`src/rtl/compass_pkg.sv`:
```
// Shared encodings and defaults for the compass acquisition path.
// Pure definitions: no logic, no latency, no flow control.
package compass_pkg;

    localparam int unsigned DEF_CLK_HZ    = 100_000_000;
    localparam int unsigned DEF_SAMPLE_HZ = 100;
    localparam int unsigned MAG_GAP_CYC   = 8;

    localparam logic [2:0] ST_IDLE     = 3'd0;
    localparam logic [2:0] ST_ACL_REQ  = 3'd1;
    localparam logic [2:0] ST_ACL_WAIT = 3'd2;
    localparam logic [2:0] ST_MAG_REQ  = 3'd3;
    localparam logic [2:0] ST_MAG_WAIT = 3'd4;
    localparam logic [2:0] ST_MAG_GAP  = 3'd5;
    localparam logic [2:0] ST_DONE     = 3'd6;

    typedef enum logic [2:0] {
        S_IDLE     = ST_IDLE,
        S_ACL_REQ  = ST_ACL_REQ,
        S_ACL_WAIT = ST_ACL_WAIT,
        S_MAG_REQ  = ST_MAG_REQ,
        S_MAG_WAIT = ST_MAG_WAIT,
        S_MAG_GAP  = ST_MAG_GAP,
        S_DONE     = ST_DONE
    } sched_state_e;

    function automatic logic [7:0] sat_inc8(input logic [7:0] v);
        return (v == 8'hFF) ? v : v + 8'd1;
    endfunction

endpackage

```
`src/rtl/sensor_poll_scheduler_if.sv`:
```
// Start/done handshake between the poll scheduler (master) and the SPI/I2C engines (slave).
// Single-cycle pulses both ways; mag_nack qualifies mag_done.
interface sensor_poll_scheduler_if;
    logic acl_start;
    logic acl_done;
    logic mag_start;
    logic mag_done;
    logic mag_nack;

    modport master (
        output acl_start,
        output mag_start,
        input  acl_done,
        input  mag_done,
        input  mag_nack
    );

    modport slave (
        input  acl_start,
        input  mag_start,
        output acl_done,
        output mag_done,
        output mag_nack
    );
endinterface

```
`src/rtl/poll_tick_gen.sv`:
```
// Free-running 0..P-1 period counter; tick_o is high for the single cycle the count equals P-1.
// No flow control: the tick is never held back.
module poll_tick_gen #(
    parameter int unsigned P = 16
) (
    input  logic clk,
    input  logic reset,
    output logic tick_o
);
    localparam int unsigned CW = $clog2(P);
    localparam logic [CW-1:0] LAST = CW'(P - 1);

    logic [CW-1:0] cnt_q, cnt_d;

    assign tick_o = (cnt_q == LAST);
    assign cnt_d  = tick_o ? '0 : cnt_q + 1'b1;

    always_ff @(posedge clk) begin
        if (reset) cnt_q <= '0;
        else       cnt_q <= cnt_d;
    end
endmodule

```
`src/rtl/sensor_poll_scheduler.sv`:
```
// Per tick: one accelerometer read, then a magnetometer read with NACK retries; sample_valid pulses 1 cycle after the ACK.
// Ticks arriving while busy are dropped and counted. SCHED_WATCHDOG_EN adds per-transaction timeouts.
module sensor_poll_scheduler
    import compass_pkg::*;
#(
    parameter int unsigned CLK_HZ      = DEF_CLK_HZ,
    parameter int unsigned SAMPLE_HZ   = DEF_SAMPLE_HZ,
    parameter int unsigned TIMEOUT_CYC = 200_000,
    parameter int unsigned MAX_RETRY   = 2
) (
    input  logic                     clk,
    input  logic                     reset,
    input  logic                     enable,
    sensor_poll_scheduler_if.master  eng,
    output logic                     sample_valid,
    output logic                     mag_error,
    output logic                     acl_fault,
    output logic [7:0]               overrun_cnt,
    output logic                     busy
);
    localparam int unsigned P  = CLK_HZ / SAMPLE_HZ;
    localparam int unsigned RW = ($clog2(MAX_RETRY + 1) > 0) ? $clog2(MAX_RETRY + 1) : 1;
    localparam int unsigned GW = $clog2(MAG_GAP_CYC);
    localparam logic [RW-1:0] RETRY_MAX = RW'(MAX_RETRY);
    localparam logic [GW-1:0] GAP_LAST  = GW'(MAG_GAP_CYC - 1);

    if (P < 16 || TIMEOUT_CYC < 2) begin : g_cfg_err
        $error("sensor_poll_scheduler: tick period below 16 cycles or timeout below 2");
    end

    sched_state_e  state_q, state_d;
    logic [RW-1:0] retry_q, retry_d;
    logic [GW-1:0] gap_q, gap_d;
    logic [7:0]    ovr_q, ovr_d;
    logic          mag_err_q, mag_err_d;
    logic          mag_fail;
    logic          tick;

    poll_tick_gen #(.P(P)) u_tick (
        .clk    (clk),
        .reset  (reset),
        .tick_o (tick)
    );

`ifdef SCHED_WATCHDOG_EN
    localparam int unsigned WDW = $clog2(TIMEOUT_CYC + 1);
    localparam logic [WDW-1:0] WD_LAST = WDW'(TIMEOUT_CYC - 1);

    logic [WDW-1:0] wd_q, wd_d;
    logic           wd_exp;
    logic           acl_flt_q, acl_flt_d;

    // Counter sits at 0 during a REQ cycle and reads k on the k-th cycle after the start pulse.
    assign wd_exp = (wd_q == WD_LAST);
    assign wd_d   = (state_d == S_ACL_WAIT || state_d == S_MAG_WAIT) ? wd_q + 1'b1 : '0;

    always_ff @(posedge clk) begin
        if (reset) begin
            wd_q      <= '0;
            acl_flt_q <= 1'b0;
        end else begin
            wd_q      <= wd_d;
            acl_flt_q <= acl_flt_d;
        end
    end

    assign acl_fault = acl_flt_q;
`else
    assign acl_fault = 1'b0;
`endif

    always_comb begin
        state_d   = state_q;
        retry_d   = retry_q;
        mag_err_d = mag_err_q;
        mag_fail  = 1'b0;
`ifdef SCHED_WATCHDOG_EN
        acl_flt_d = acl_flt_q;
`endif
        case (state_q)
            S_IDLE: begin
                if (tick && enable) state_d = S_ACL_REQ;
            end
            S_ACL_REQ: state_d = S_ACL_WAIT;
            S_ACL_WAIT: begin
                if (eng.acl_done) begin
                    state_d = S_MAG_REQ;
                    retry_d = '0;
`ifdef SCHED_WATCHDOG_EN
                    acl_flt_d = 1'b0;
                end else if (wd_exp) begin
                    state_d   = S_IDLE;
                    acl_flt_d = 1'b1;
`endif
                end
            end
            S_MAG_REQ: state_d = S_MAG_WAIT;
            S_MAG_WAIT: begin
                if (eng.mag_done) begin
                    if (!eng.mag_nack) begin
                        state_d   = S_DONE;
                        mag_err_d = 1'b0;
                    end else begin
                        mag_fail = 1'b1;
                    end
`ifdef SCHED_WATCHDOG_EN
                end else if (wd_exp) begin
                    mag_fail = 1'b1;
`endif
                end
                if (mag_fail) begin
                    if (retry_q < RETRY_MAX) begin
                        retry_d = retry_q + 1'b1;
                        state_d = S_MAG_GAP;
                    end else begin
                        mag_err_d = 1'b1;
                        state_d   = S_IDLE;
                    end
                end
            end
            S_MAG_GAP: begin
                if (gap_q == GAP_LAST) state_d = S_MAG_REQ;
            end
            S_DONE:  state_d = S_IDLE;
            default: state_d = S_IDLE;
        endcase
    end

    // Ticks are never queued: any tick outside IDLE only bumps the overrun count.
    assign ovr_d = (tick && state_q != S_IDLE) ? sat_inc8(ovr_q) : ovr_q;
    assign gap_d = (state_q == S_MAG_GAP) ? gap_q + 1'b1 : '0;

    always_ff @(posedge clk) begin
        if (reset) begin
            state_q   <= S_IDLE;
            retry_q   <= '0;
            gap_q     <= '0;
            ovr_q     <= '0;
            mag_err_q <= 1'b0;
        end else begin
            state_q   <= state_d;
            retry_q   <= retry_d;
            gap_q     <= gap_d;
            ovr_q     <= ovr_d;
            mag_err_q <= mag_err_d;
        end
    end

    assign eng.acl_start = (state_q == S_ACL_REQ);
    assign eng.mag_start = (state_q == S_MAG_REQ);
    assign sample_valid  = (state_q == S_DONE);
    assign busy          = (state_q != S_IDLE);
    assign mag_error     = mag_err_q;
    assign overrun_cnt   = ovr_q;
endmodule

```
`src/flat_wrapper.sv`:
```
// flat-port wrapper written by rule: the top's interface ports become plain ports
module sensor_poll_scheduler_flat import compass_pkg::*;
#(
    parameter int unsigned CLK_HZ      = DEF_CLK_HZ,
    parameter int unsigned SAMPLE_HZ   = DEF_SAMPLE_HZ,
    parameter int unsigned TIMEOUT_CYC = 200_000,
    parameter int unsigned MAX_RETRY   = 2
)
  (clk, reset, enable, sample_valid, mag_error, acl_fault, overrun_cnt, busy, eng_acl_start, eng_mag_start, eng_acl_done, eng_mag_done, eng_mag_nack);
  sensor_poll_scheduler_if eng_i ();
  input  logic clk;
  input  logic reset;
  input  logic enable;
  output logic sample_valid;
  output logic mag_error;
  output logic acl_fault;
  output logic [7:0] overrun_cnt;
  output logic busy;
  output wire logic [$bits(eng_i.acl_start)-1:0] eng_acl_start;
  output wire logic [$bits(eng_i.mag_start)-1:0] eng_mag_start;
  input wire logic [$bits(eng_i.acl_done)-1:0] eng_acl_done;
  input wire logic [$bits(eng_i.mag_done)-1:0] eng_mag_done;
  input wire logic [$bits(eng_i.mag_nack)-1:0] eng_mag_nack;
  assign eng_acl_start = eng_i.acl_start;
  assign eng_mag_start = eng_i.mag_start;
  assign eng_i.acl_done = eng_acl_done;
  assign eng_i.mag_done = eng_mag_done;
  assign eng_i.mag_nack = eng_mag_nack;
  sensor_poll_scheduler #(.CLK_HZ(CLK_HZ), .SAMPLE_HZ(SAMPLE_HZ), .TIMEOUT_CYC(TIMEOUT_CYC), .MAX_RETRY(MAX_RETRY)) u_core (.clk(clk), .reset(reset), .enable(enable), .eng(eng_i), .sample_valid(sample_valid), .mag_error(mag_error), .acl_fault(acl_fault), .overrun_cnt(overrun_cnt), .busy(busy));
endmodule
```
`config.mk`:
```
export PLATFORM = sky130hd
export DESIGN_NAME = sensor_poll_scheduler_flat
export DESIGN_NICKNAME = d
export VERILOG_FILES = /design/src/rtl/compass_pkg.sv /design/src/rtl/sensor_poll_scheduler_if.sv /design/src/rtl/poll_tick_gen.sv /design/src/rtl/sensor_poll_scheduler.sv /design/src/flat_wrapper.sv
export SDC_FILE = /design/constraint.sdc
export NUM_CORES = 1
export LEC_CHECK = 0
export ABC_CLOCK_PERIOD_IN_PS = 1950
export BUFFER_PORTS_ARGS = -buffer_cell sky130_fd_sc_hd__buf_2
export CAP_MARGIN = 20
export CORE_MARGIN = 5
export CORE_UTILIZATION = 51
export CTS_BUF_LIST = sky130_fd_sc_hd__clkbuf_8 sky130_fd_sc_hd__clkbuf_16
export CTS_CLUSTER_DIAMETER = 40
export DETAILED_ROUTE_END_ITERATION = 7
export PLACE_DENSITY = 0.72
export SYNTH_ARGS = -nofsm -noshare
export SYNTH_HDL_FRONTEND = slang
export SYNTH_SLANG_ARGS = --single-unit
```
`constraint.sdc`:
```
create_clock -name clk -period 1.95 [get_ports clk]
set_input_delay 0.0975 -clock clk [delete_from_list [all_inputs] [get_ports clk]]
set_output_delay 0.0975 -clock clk [all_outputs]
set_load 0.05 [all_outputs]
```
Word-level counts from Yosys, hierarchy flattened

Index checks and enable logic that the tools add are counted.

Order comparisons: 1
Equality and inequality tests: 16
Reductions and logical operators: 10
Bitwise logic cells: 2
Add/subtract/negate cells: 4
Multiplexer cells: 19

Operators by type and width:

| kind                    | count |
|---|---|
| $mux W3                 | 7 |
| $add A20 B1 Y20 const B | 1 |
| $eq A20 B20 Y1 const B  | 1 |
| $pmux W3 S6             | 1 |
| $eq A3 B3 Y1 const B    | 4 |
| $add A8 B1 Y8 const B   | 1 |
| $eq A8 B8 Y1 const B    | 1 |
| $ne A2 B1 Y1 const B    | 4 |
| $mux W1                 | 7 |
| $eq A3 B2 Y1 const B    | 2 |
| $mux W2                 | 3 |
| $ne A3 B2 Y1 const B    | 2 |
| $reduce_and A5 Y1       | 1 |
| $pmux W2 S2             | 1 |
| $reduce_and A4 Y1       | 1 |
| $reduce_or A2 Y1        | 2 |
| $add A3 B1 Y3 const B   | 1 |
| $eq A3 B1 Y1 const B    | 1 |
| $logic_not A3 Y1        | 1 |
| $reduce_bool A3 Y1      | 1 |
| $add A2 B1 Y2 const B   | 1 |
| $logic_and A1 B1 Y1     | 2 |
| $lt A2 B2 Y1 const B    | 1 |
| $ne A2 B2 Y1 const B    | 1 |
| 3 further kinds         | 4 |

Word-level logic and storage cells: 58
Input port bits: 6
Output and inout bits: 14
Register bits after elaboration: 37

Logic depth before layout (Yosys ltp)

Depth after elaboration: 5
Mapped depth: 8
Depth with buffers taken out: 7

Hierarchy

A second synthesis with hierarchy kept.

Cells, all modules: 210
Area total of the unflattened synthesis: 1868.0 sq um

Modules (own cells, without submodules):

| module                | area an instance (sq um) | cells an instance | seq. area each (sq um) | instances |
|---|---|---|---|---|
| sensor_poll_scheduler | 938.4                    | 107               | 340.3                  | 1 |
| poll_tick_gen         | 929.6                    | 103               | 400.4                  | 1 |

Worst setup path after synthesis

OpenSTA, ideal clock, no wires.

Path type: register to register
Start: register u_core.u_tick.cnt_q[0]
End: register u_core.ovr_q[4] (netlist: u_core.overrun_cnt[4])
Data required time: 1.879 ns
Cell stages (with the launch flop): 8
Data arrival time: 2.041 ns
Library setup time: 0.071 ns
Clock period less this slack: 2.111 ns
Path buffers: 1
Path slack: -0.161 ns
Cells stage by stage: dfxtp_1 ha_1 inv_1 or4_4 buf_6 nor3_4 or3b_1 a21oi_1

Longest elaborated chain between the ends: 3

Ends and longest elaborated chain:

| element                     | RTL line                     | source |
|---|---|---|
| start: declaration          | poll_tick_gen.sv:13          | `logic [CW-1:0] cnt_q, cnt_d;` |
| start signal: assignment    | poll_tick_gen.sv:20          | `else cnt_q <= cnt_d;` |
| $eq A20 B20 Y1              | poll_tick_gen.sv:15          | `assign tick_o = (cnt_q == LAST);` |
| $logic_and A1 B1 Y1         | sensor_poll_scheduler.sv:130 | `assign ovr_d = (tick && state_q != S_IDLE) ? sat_inc8(ovr_q) : ovr_q;` |
| $reduce_and A2 Y1 (no line) | -                            |  |
| end signal: assignment      | sensor_poll_scheduler.sv:144 | `ovr_q <= ovr_d;` |
| end: declaration            | sensor_poll_scheduler.sv:34  | `logic [7:0] ovr_q, ovr_d;` |

No other way between the ends.
A chain may end at the register's enable or synchronous reset.

Worst setup path in the final report

Start: register u_core.u_tick.cnt_q[9]
End: register u_core.ovr_q[4] (netlist: u_core.overrun_cnt[4])

Same word-level chain as after synthesis.

==> impl_metrics.tcl <==
set metrics [dict create \
    ff2ff_path_depth 5 \
    cp-end-kind "flop" \
    grt_start_max_net_pins 21 \
    p_sw_uw 415 \
    sequentialPowerShare_pct 47.2 \
    status "complete, no violations" \
    synth_edf_count 0 \
    synth_seq_cells 37 \
    cts_htree_levels 2 \
    internal-power_uw 1260 \
    final_cell_area_um2 2100 \
    cp_num_cells 5 \
    period_share_pct 94.0 \
    rows 21 \
    layout_commonest_cell "nor2_1" \
    io_pins 20 \
    async_flop_share_pct 0 \
    grtUsageTotal_pct 15.7 \
    max-cap-violations 0 \
    gr-total-overflow 0 \
    pwr-share-comb_pct 12.9 \
    grt_pass1_vias 1291 \
    cts_hold_buf 0 \
    num-nets-final 240 \
    slowest_delay_ns 0.60 \
    drc 0 \
    cp-start-kind "flop" \
    whs_path_depth 3 \
    fillers 295 \
    seq_area_frac_synth_pct 42.0 \
    critPathMaxFanout 6 \
    synthCells 203 \
    path_delay_family "simple AND/OR/NAND/NOR gates" \
    n_antenna_cell 0 \
    synthesis.yosys.warnings 0 \
    pwr-share-clk_pct 39.9 \
    p_leak_uw 0.000831 \
    syn_area_per_cell_um2 8.69 \
    critPathArrivalTime_ns 2.05 \
    gp_congestion 0.821 \
    syn_area_um2 1760 \
    netlist-cell-type-count 44 \
    ir_worst_vdd_mv 0.499 \
    path_clk_slew_ns 0.08 \
    synthesis.nets 213 \
    skew_ns 0.00864 \
    vias 1422 \
    cts_tree "yes" \
    cts_buffers 5 \
    final_max_slew_viol_count 0 \
    viasPerCell 5.13 \
    ant_nets 0 \
    clockBufferDepth 2 \
    core_um2 3340 \
    crit_path_top_delay_cell "or4_4" \
    clock-sinks 37 \
    drive_gt1_share_pct 21.6 \
    placed_area_um2 1980 \
    dr.pass1.iters 4 \
    critPathKind "flop to flop" \
    initialDrtViolationCount 39 \
    p_per_area_nw_per_um2 797 \
    crit_buf_inv 0 \
    start_util_pct 52.9 \
    grt_setup_unrepaired "false" \
    hp-class "input pin to flop" \
    die_w_um 68.8 \
    cp.required_ns 2.16 \
    port_buffers 18 \
    total_power_uw 1670 \
    finalSetupViolCount 0 \
    tns_ns 0 \
    area_delta_synth_final_pct 18.9 \
    ys.flop_type "dfxtp_1" \
    cts_setup_buffers 0 \
    clock_latency_ns 0.28 \
    routed_wl_um 3240 \
    crit_path_cell_trace "nand3b_1 -> or4_4 -> nor3_4 -> or3b_1 -> a21oi_1" \
    die_y_um 68.8 \
    fmax_mhz 546 \
    antenna_found_initial 0 \
    avgRoutedWirePerCell_um 11.7 \
    period_needed_ns 1.83 \
    ctsRootBufferMaster "clkbuf_8" \
    dp_hpwl_um 2310 \
    switching_share_pct 24.8 \
    grt_pass1_wl_um 5610 \
    layout_common_cells "37 x nor2_1, 33 x dfxtp_1, 18 x buf_2, 14 x xnor2_1" \
    hold_viol_final 0 \
    dieArea_um2 4740 \
]
==> power groups by stage <==
stage	sequential (uW)	combinational, uW	clock [uW]
after floorplan	803	158	0
after global placement	805	216	0
after detailed placement	806	217	0
after CTS	788	218	683
after global routing	791	235	724
final	789	216	668
==> worst min-delay path, delay by kind of cell <==
| family | cells | cell delay [ns] |
|---|---|---|
| compound gates | 1 | 0.05 |
| buf+inv | 2 | 0.16 |
==> final timing paths <==
path | start | to | slack [ns]
setup reg to reg | u_core.u_tick.cnt_q[9] | u_core.overrun_cnt[4] | 0.12
hold reg to reg | u_core.gap_q[0] | u_core.gap_q[0] | 0.45
hold / removal | eng_mag_nack | u_core.mag_error | 0.07
setup / recovery | u_core.u_tick.cnt_q[9] | u_core.overrun_cnt[4] | 0.12
==> through the flow <==
| step | std cells | hold slack (ns) | setup slack, ns | utilization, % |
|---|---|---|---|---|
| after CTS | 277 | 0.0609 | 0.0906 | 62.8 |
| after global placement | 269 | 0.369 | 0.109 | 59.4 |
| final | 277 | 0.0677 | 0.118 | 62.8 |
| after floorplan | 203 | 0.233 | 0.00218 | - |
| after detailed placement | 269 | 0.368 | 0.0907 | 59.4 |
| after global routing | 277 | 0.0889 | 0.0129 | 62.8 |
==> Yosys cell counts, types with 4 or more instances <==
cell	n	area [um^2]
a21oi_1	9	45.0
xor2_1	8	70.1
nor2_1	37	139
nand2_1	10	37.5
ha_1	4	50.1
dfxtp_1	37	741
inv_1	6	22.5
nand3_1	10	50.1
clkbuf_1	5	18.8
o21ai_0	4	20.0
nor3_1	7	35.0
nand2b_1	4	25.0
xnor2_1	14	123
nand4_1	4	25.0
==> sequential cells by signal, indices dropped and copies added, names as in the netlist <==
register and count:
u_core.overrun_cnt 8, u_core.gap_q 3, u_core.state_q 3, u_core.u_tick.cnt_q 20, u_core.retry_q 2, u_core.mag_error 1
==> timing repair <==
action,4_1_cts,5_1_grt
setup endpoints to repair,0,1
gates resized for setup,0,0
hold endpoints to repair,0,0
==> layout make-up <==
cell class,count,area (um^2),area share [%]
clock inverters,2,33.8,1.61
flip-flops and latches,37,746,35.6
multi-input cells,153,985,47.0
inverters,6,22.5,1.07
well taps,46,57.6,2.74
repair buffers,27,170,8.11
clock buffers,6,82.6,3.94
==> cell families (layout without fill, tap and decap cells) <==
logic type | Yosys count | in the layout | synth area share (%)
xor+xnor | 22 | 22 | 10.9
mux | 2 | 2 | 1.13
buf+inv | 13 | 41 | 3.40
fa+ha+maj | 4 | 4 | 2.84
other cells | 1 | 1 | 0.213
flops | 37 | 37 | 42.0
compound gates | 23 | 23 | 8.65
simple gates | 101 | 101 | 30.9
==> layer usage <==
layer / vias to the layer above / share of wire [%] / track usage (%)
li1: 758 / - / -
met2: 17 / 44 / 24.6
met5: - / 0 / 0
met3: 2 / 3.7 / 4.86
met1: 645 / 51 / 20.3
met4: 0 / 1.0 / 5.84
Power figures use the tool's default switching activity.
